`src/rtl/vgalcd_pixel_unpack.sv`:
```
// Pixel fetch-and-unpack stage: buffers framebuffer words in a small FIFO and
// emits one RGB332/444/555/565 pixel per pixel-clock enable, flagging underflow.
module vgalcd_pixel_unpack #(
  parameter int unsigned BUS_WIDTH  = 64,
  parameter int unsigned FIFO_DEPTH = 4,
  parameter int unsigned LVL_WIDTH  = $clog2(FIFO_DEPTH + 1)
) (
  input  logic                 clk_i,
  input  logic                 rst_n_i,
  input  logic                 en_i,
  input  logic [1:0]           mode_i,
  input  logic                 frame_start_i,
  input  logic                 pclk_en_i,
  input  logic                 de_i,
  input  logic                 pixel_valid_i,
  output logic                 pixel_ready_o,
  input  logic [BUS_WIDTH-1:0] pixel_data_i,
  output logic [15:0]          pix_o,
  output logic                 underflow_o,
  input  logic                 underflow_clr_i,
  output logic [LVL_WIDTH-1:0] level_o
);

  localparam int unsigned PTR_W = (FIFO_DEPTH > 1) ? $clog2(FIFO_DEPTH) : 1;
  localparam int unsigned PPW8  = BUS_WIDTH / 8;
  localparam int unsigned PPW16 = BUS_WIDTH / 16;
  localparam int unsigned IDX_W = $clog2(PPW8);
  localparam int unsigned SH_W  = $clog2(BUS_WIDTH);

  logic [BUS_WIDTH-1:0] mem_q [FIFO_DEPTH];

  logic [PTR_W-1:0]     wptr_q, wptr_d;
  logic [PTR_W-1:0]     rptr_q, rptr_d;
  logic [LVL_WIDTH-1:0] count_q, count_d;
  logic [IDX_W-1:0]     idx_q, idx_d;
  logic [1:0]           mode_q, mode_d;
  logic [15:0]          pix_q, pix_d;
  logic                 underflow_q, underflow_d;

  logic                 full, empty, flush, push, pop, step;
  logic [IDX_W-1:0]     last_idx;
  logic [BUS_WIDTH-1:0] head;
  logic [SH_W-1:0]      sh8, sh16;
  logic [15:0]          pix_sel;

  // Handshake and pixel-step qualifiers
  always_comb begin
    full          = (count_q == LVL_WIDTH'(FIFO_DEPTH));
    empty         = (count_q == '0);
    flush         = frame_start_i | ~en_i;
    pixel_ready_o = en_i & ~full & ~frame_start_i;
    push          = pixel_valid_i & pixel_ready_o;
    step          = pclk_en_i & de_i & en_i;
    last_idx      = (mode_q == 2'b00) ? IDX_W'(PPW8 - 1) : IDX_W'(PPW16 - 1);
    pop           = step & ~empty & (idx_q == last_idx) & ~flush;
  end

  // Lane select from the head word; pixel 0 sits in the LSBs
  always_comb begin
    head    = mem_q[rptr_q];
    sh8     = SH_W'(idx_q) << 3;
    sh16    = SH_W'(idx_q) << 4;
    pix_sel = head[sh16 +: 16];
    if (mode_q == 2'b00) begin
      pix_sel = {8'h00, head[sh8 +: 8]};
    end
  end

  // Next-state logic; flush overrides push, pop and pixel step
  always_comb begin
    wptr_d      = wptr_q;
    rptr_d      = rptr_q;
    count_d     = count_q;
    idx_d       = idx_q;
    mode_d      = mode_q;
    pix_d       = pix_q;
    underflow_d = underflow_q;

    if (frame_start_i) begin
      mode_d = mode_i;
    end

    if (underflow_clr_i) begin
      underflow_d = 1'b0;
    end

    if (flush) begin
      wptr_d  = '0;
      rptr_d  = '0;
      count_d = '0;
      idx_d   = '0;
      pix_d   = '0;
    end else begin
      if (push) begin
        wptr_d = wptr_q + PTR_W'(1);
      end
      if (pop) begin
        rptr_d = rptr_q + PTR_W'(1);
      end
      count_d = count_q + LVL_WIDTH'(push) - LVL_WIDTH'(pop);

      if (pclk_en_i) begin
        if (!de_i) begin
          pix_d = '0;
        end else if (empty) begin
          pix_d       = '0;
          underflow_d = 1'b1;
        end else begin
          pix_d = pix_sel;
          idx_d = (idx_q == last_idx) ? '0 : idx_q + IDX_W'(1);
        end
      end
    end
  end

  // Word storage needs no reset; count gates every read
  always_ff @(posedge clk_i) begin
    if (push && !flush) begin
      mem_q[wptr_q] <= pixel_data_i;
    end
  end

  always_ff @(posedge clk_i or negedge rst_n_i) begin
    if (!rst_n_i) begin
      wptr_q      <= '0;
      rptr_q      <= '0;
      count_q     <= '0;
      idx_q       <= '0;
      mode_q      <= 2'b00;
      pix_q       <= '0;
      underflow_q <= 1'b0;
    end else begin
      wptr_q      <= wptr_d;
      rptr_q      <= rptr_d;
      count_q     <= count_d;
      idx_q       <= idx_d;
      mode_q      <= mode_d;
      pix_q       <= pix_d;
      underflow_q <= underflow_d;
    end
  end

  assign pix_o       = pix_q;
  assign underflow_o = underflow_q;
  assign level_o     = count_q;

endmodule

```
`config.mk`:
```
export PLATFORM = sky130hd
export DESIGN_NAME = vgalcd_pixel_unpack
export DESIGN_NICKNAME = d
export VERILOG_FILES = /design/src/rtl/vgalcd_pixel_unpack.sv
export SDC_FILE = /design/constraint.sdc
export NUM_CORES = 1
export LEC_CHECK = 0
export ABC_CLOCK_PERIOD_IN_PS = 3950
export BUFFER_PORTS_ARGS = -buffer_cell sky130_fd_sc_hd__buf_2
export CAP_MARGIN = 20
export CORE_ASPECT_RATIO = 1.5
export CORE_MARGIN = 3
export CORE_UTILIZATION = 59
export CTS_CLUSTER_DIAMETER = 30
export DETAILED_ROUTE_END_ITERATION = 8
export GPL_ROUTABILITY_DRIVEN = 0
export MAX_ROUTING_LAYER = met4
export PLACE_DENSITY = 0.77
export SYNTH_ARGS = -nofsm -noshare
export SYNTH_HDL_FRONTEND = slang
export SYNTH_SLANG_ARGS = --single-unit
export TNS_END_PERCENT = 30
```
`constraint.sdc`:
```
create_clock -name clk_i -period 3.95 [get_ports clk_i]
set_clock_uncertainty 0.05 [all_clocks]
set_input_delay 0.395 -clock clk_i [delete_from_list [all_inputs] [get_ports clk_i]]
set_output_delay 0.395 -clock clk_i [all_outputs]
set_load 0.01 [all_outputs]
```
Word level (Yosys, flattened, before mapping)
Memories as Yosys holds them, arrays and structs flattened.
Cells that the tools add are included.

word-level totals
  output and inout bits = 21
  bits in read-only memories = 0
  memory bits (writable) = 256
  flip-flop bits (word level) = 29
  input bits = 74
  memories = 1
  bits in latches = 0
  logic and storage cells = 64

cells by class
  $add $sub $neg = 5
  bitwise logic cells = 14
  multiplexer cells = 23
  eq/ne operators = 3
  shift-type cells = 2
  $mul = 0
  divide/modulo/power cells = 0
  reduce and logical (&&, ||, !) cells = 9
  magnitude comparators = 0

memory list
  memory  words  bits a word  read ports  clocked after Yosys merged registers in  wr ports  line  text
  mem_q   4      64           1           0                                        1         30    logic [BUS_WIDTH-1:0] mem_q [FIFO_DEPTH];

operator list
  operator                                        number
  2-to-1 mux 16 bit                               5
  variable part select 64 x 7 -> 16 bit           1
  variable part select 64 x 7 -> 8 bit            1
  2-to-1 mux 3 bit                                7
  bitwise AND 1 bit                               8
  2-to-1 mux 2 bit                                4
  nonzero test 2 bit                              4
  2-to-1 mux 1 bit                                7
  inverter 1 bit                                  5
  adder 2 x 1 -> 2 bit (second input constant)    2
  adder 3 x 1 -> 3 bit                            1
  adder 3 x 1 -> 3 bit (second input constant)    1
  == test 3 bit                                   1
  == test 3 bit (second input constant)           1
  zero test 3 bit                                 1
  AND reduction 3 bit                             1
  subtractor 3 x 1 -> 3 bit                       1
  zero test 2 bit                                 1
  != test 2 x 1 -> 1 bit (second input constant)  1
  logical AND 1 bit                               1
  zero test 1 bit                                 1
  bitwise OR 1 bit                                1

Depth between registers and ports, before layout
  depth after elaboration = 8
  depth in mapped cells = 12
  gate-level depth less buffers = 12

Worst setup path after synthesis
Ideal clock, no wire load.

  path kind = reg-to-reg
  from = register count_q[1], in the netlist level_o[1]
  to = memory mem_q[1][0], enable pin
  cell stages (with the launch flop) = 4
  library setup time = 0.429 ns
  data required time = 3.471 ns
  data arrival time = 2.553 ns
  clock period less this slack = 3.033 ns
  path buffers = 0
  setup slack = 0.917 ns
  cell sequence = dfrtp_1 -> nor2_1 -> a21oi_1 -> and3_1

on the way
  word-level cells in the longest chain between the ends = 8

RTL lines
  item                                    line  text
  from (decl)                             34    logic [LVL_WIDTH-1:0] count_q, count_d;
  from (signal assigned)                  135   count_q <= count_d;
  == test 3 bit                           48    full = (count_q == LVL_WIDTH'(FIFO_DEPTH));
  inverter 1 bit                          51    pixel_ready_o = en_i & ~full & ~frame_start_i;
  bitwise AND 1 bit (2 in a row)          51
  via pixel_ready_o                       16    output logic pixel_ready_o,
  bitwise AND 1 bit                       52    push = pixel_valid_i & pixel_ready_o;
  logical AND 1 bit                       118   if (push && !flush) begin
  2-to-1 mux 1 bit                        118
  2-to-1 mux 1 bit (implied by the code)  119   mem_q[wptr_q] <= pixel_data_i;
  to (decl)                               30

The timed path passes the listed nets, and every way through them passes these cells.

Final worst setup path
  from = register idx_q[0]
  to = register count_q[2], in the netlist level_o[2]

on the way
  word-level cells in the longest chain between the ends = 5

RTL lines
  item                            line  text
  from (decl)                     35    logic [IDX_W-1:0] idx_q, idx_d;
  from (signal assigned)          136   idx_q <= idx_d;
  == test 3 bit                   55    pop = step & ~empty & (idx_q == last_idx) & ~flush;
  bitwise AND 1 bit (2 in a row)  55
  subtractor 3 x 1 -> 3 bit       100   count_d = count_q + LVL_WIDTH'(push) - LVL_WIDTH'(pop);
  2-to-1 mux 3 bit                87    if (flush) begin
  via count_d[2]                  34

The timed path passes the listed nets, and every way through them passes these cells.
A chain may end at the register's enable or synchronous reset.

==> results.toml <==
[placement]
dp.cells = 931
place_ws_ps = 1030
dpl.hpwl_um = 15900
port_buffers = 94

[clock_tree]
path_clk_slew_ps = 50
cts-root-buf = "clkbuf_16"
clock-sinks = 285
cts_tree = "done"
htreeDepth = 2
cts_max_path_buffers = 3
ctsResizeCount = 0
cts-buffers-inserted = 39
clkLatencyLatePin_ps = 500

[final_layout]
multi_input_area_um2 = 2880
syn2layout_area_growth_pct = 18.0
final_nets = 803
fillers = 1104
layoutNonFillerInstCount = 1002
regArea_um2 = 8420
drive_above_1_share_pct = 33.7

[hold_path]
hold_depth = 2
hold_path_class = "in2reg"
hold_end = "underflow_o"
min_from = "underflow_clr_i"

[die]
dieArea_um2 = 21300
core_area_um2 = 18900
die_w_um = 120
initial_core_util_pct = 61.1
rows = 61
die_y_um = 177
pin_count = 95

[worst_setup_path]
worstPathArrival_ps = 3100
crit_buf_inv = 3
path_cells = "buf_4 > ha_1 > and2_1 > nand3_1 > nor2_1 > ha_1 > inv_1 > ha_1 > inv_1 > fa_1 > xor2_1 > xnor2_1 > nor2_1"
slowest_stage = "fa_1"
reg2reg_depth = 13
critPathKind = "reg2reg"
end_kind = "flip-flop"
max_stage_delay_ps = 400
r2r-end = "level_o[2]"
r2r_slack_ps = 1170
path_delay_family = "adder cells"
critPathLaunchType = "flip-flop"
crit_path_frequent_cell = "ha_1"
worstPathMaxFanout = 41
reg2reg_from = "idx_q[0]"
cp_data_required_time_ps = 4270

[yosys]
synth_fp_nets = 677
ys_types = 52
syn_avg_cell_area_um2 = 19.3
synth-main-ff-cell = "edfxtp_1"
synth_seq_area_share_pct = 73.1
synthDominantCellAreaShare_pct = 66.8
synth_seq_cells = 285
yosys.area.top_type = "edfxtp_1"
yosysWarnings = 0
syn-instance-count = 595
netlist_area_um2 = 11500
synthArstFlopShare_pct = 10.2
ys_top_cells_by_area = "edfxtp_1 (67%), mux4_2 (12%), dfrtp_1 (6.3%)"
synthTopCellsByCount = "edfxtp_1 (256), mux4_2 (60), nand2_1 (51)"
synth_edf_count = 256
synth.most_common_cell = "edfxtp_1"

[routing]
vias = 6308
drcViolationCount = 0
vias_per_cell = 6.30
ant_nets = 0
firstDrtPassIters = 6
post_drt_wl_per_cell_um = 24.7
wirelength_um = 24800
drt_iter0_drc = 618

[grt]
antenna_found_initial = 2
grt_pass1_wl_um = 39100
grt_pass1_vias = 6786
grt_usage_pct = 25.2
grt_overflow = 0
grt_max_degree = 42

[timing]
setup_viol = 0
rsz0062_at_grt = "no"
fin_setup_tns_ps = 0
slew-limit-headroom_pct = 32.3
period_needed_ps = 2780
tightest_slew_ps = 1020
hold_violations = 0
slew_violations = 0
fin_crit_sh_pct = 70.3
fmax_mhz = 360
fin_ws_ps = 1170

[pwr]
p_leak_uw = 0.00477
power.density_nw_per_um2 = 511
irDropWorstVdd_mv = 0.422

[outcome]
status = "finished clean"

[run]
cap_viol_max_count = 0
## area by class of cell
type	count	share of cell area, %
clock inverter	26	2.05
inverter	7	0.193
tap	252	2.32
antenna	2	0.0368
multi-input combinational	273	21.2
clock buffer	42	7.58
sequential	285	62.0
timing repair buffer	115	4.67
## how the worst max path moves through the flow
stage,depth (start not counted),slack (ps),to,start
after detailed placement,12,1030,level_o[2],frame_start_i
final,13,1170,level_o[2],idx_q[0]
after global routing,12,900,level_o[2],mode_q[1]
after global placement,12,1140,level_o[2],frame_start_i
after floorplan,3,920,mem_q[1][0],level_o[1]
after CTS,13,1170,level_o[2],idx_q[0]
## timing repair
action / in CTS / in global routing
hold buffers: 1 / 0
endpoints found under the hold margin: 29 / 0
buffers inserted: 0 / 0
## kinds of logic (layout without fill, tap and decap cells)
kind of cell    count (synthesis)  count (layout)  synth area share [%]
flops                         285             285                  73.1
simple gates                   99              99                  3.91
compound gates                 84              84                  5.18
mux                            77              77                  14.5
buf+inv                        37             190                  1.98
fa+ha+maj                       8               8                 0.935
xor+xnor                        5               5                 0.381
other cells                     0               2                     0
## flip-flops by register name, summed over array words and instances, names as in the netlist
signal and count:
idx_q 3, level_o 3, mem_q 256, mode_q 2, pix_o 16, rptr_q 2
underflow_o 1, wptr_q 2
## cells in the final DEF (no fill, tap or decap), drive strengths merged, types with 2 or more instances in the layout
cell type,instances
diode,2
ha,7
or2,5
nor2,14
o211ai,9
a32o,5
clkbuf,42
mux2,3
a21oi,28
nand4,3
mux2i,5
xnor2,2
nor3,2
buf,114
and3,7
mux4,69
o22ai,4
o211a,4
o311a,2
edfxtp,256
inv,17
nand2b,3
nand3,6
xor2,3
a32oi,6
bufinv,3
clkinvlp,3
o21ai,4
a22o,7
a211oi,2
nand2,51
and2,6
dfrtp,29
a22oi,4
clkinv,10
## through the flow
step	power [uW]	util [%]	hold slack (ps)	instance area [um^2]
6_report	6930	72.1	37.6	13600
5_1_grt	7140	72.1	41.5	13600
4_1_cts	6980	72.0	26.1	13600
3_5_place_dp	3570	65.0	434	12300
3_3_place_gp	3550	64.9	416	12200
2_1_floorplan	3460	-	49.4	11500
## per-layer routing
layer | wire length [um] | vias up | global-route usage, %
met5 | 0 | - | -
met4 | 898 | 0 | 9.32
met3 | 1740 | 59 | 4.73
met2 | 13500 | 305 | 42.8
met1 | 8600 | 3236 | 30.5
li1 | - | 2708 | -
## report_power, final
group	internal, uW	leakage, uW	total (uW)	switching, uW
logic	66.9	0.00143	175	108
registers	3320	0.00271	3330	11.2
clock network	2130	0.000637	3420	1300
No activity file was read; power rests on OpenSTA's default activity.
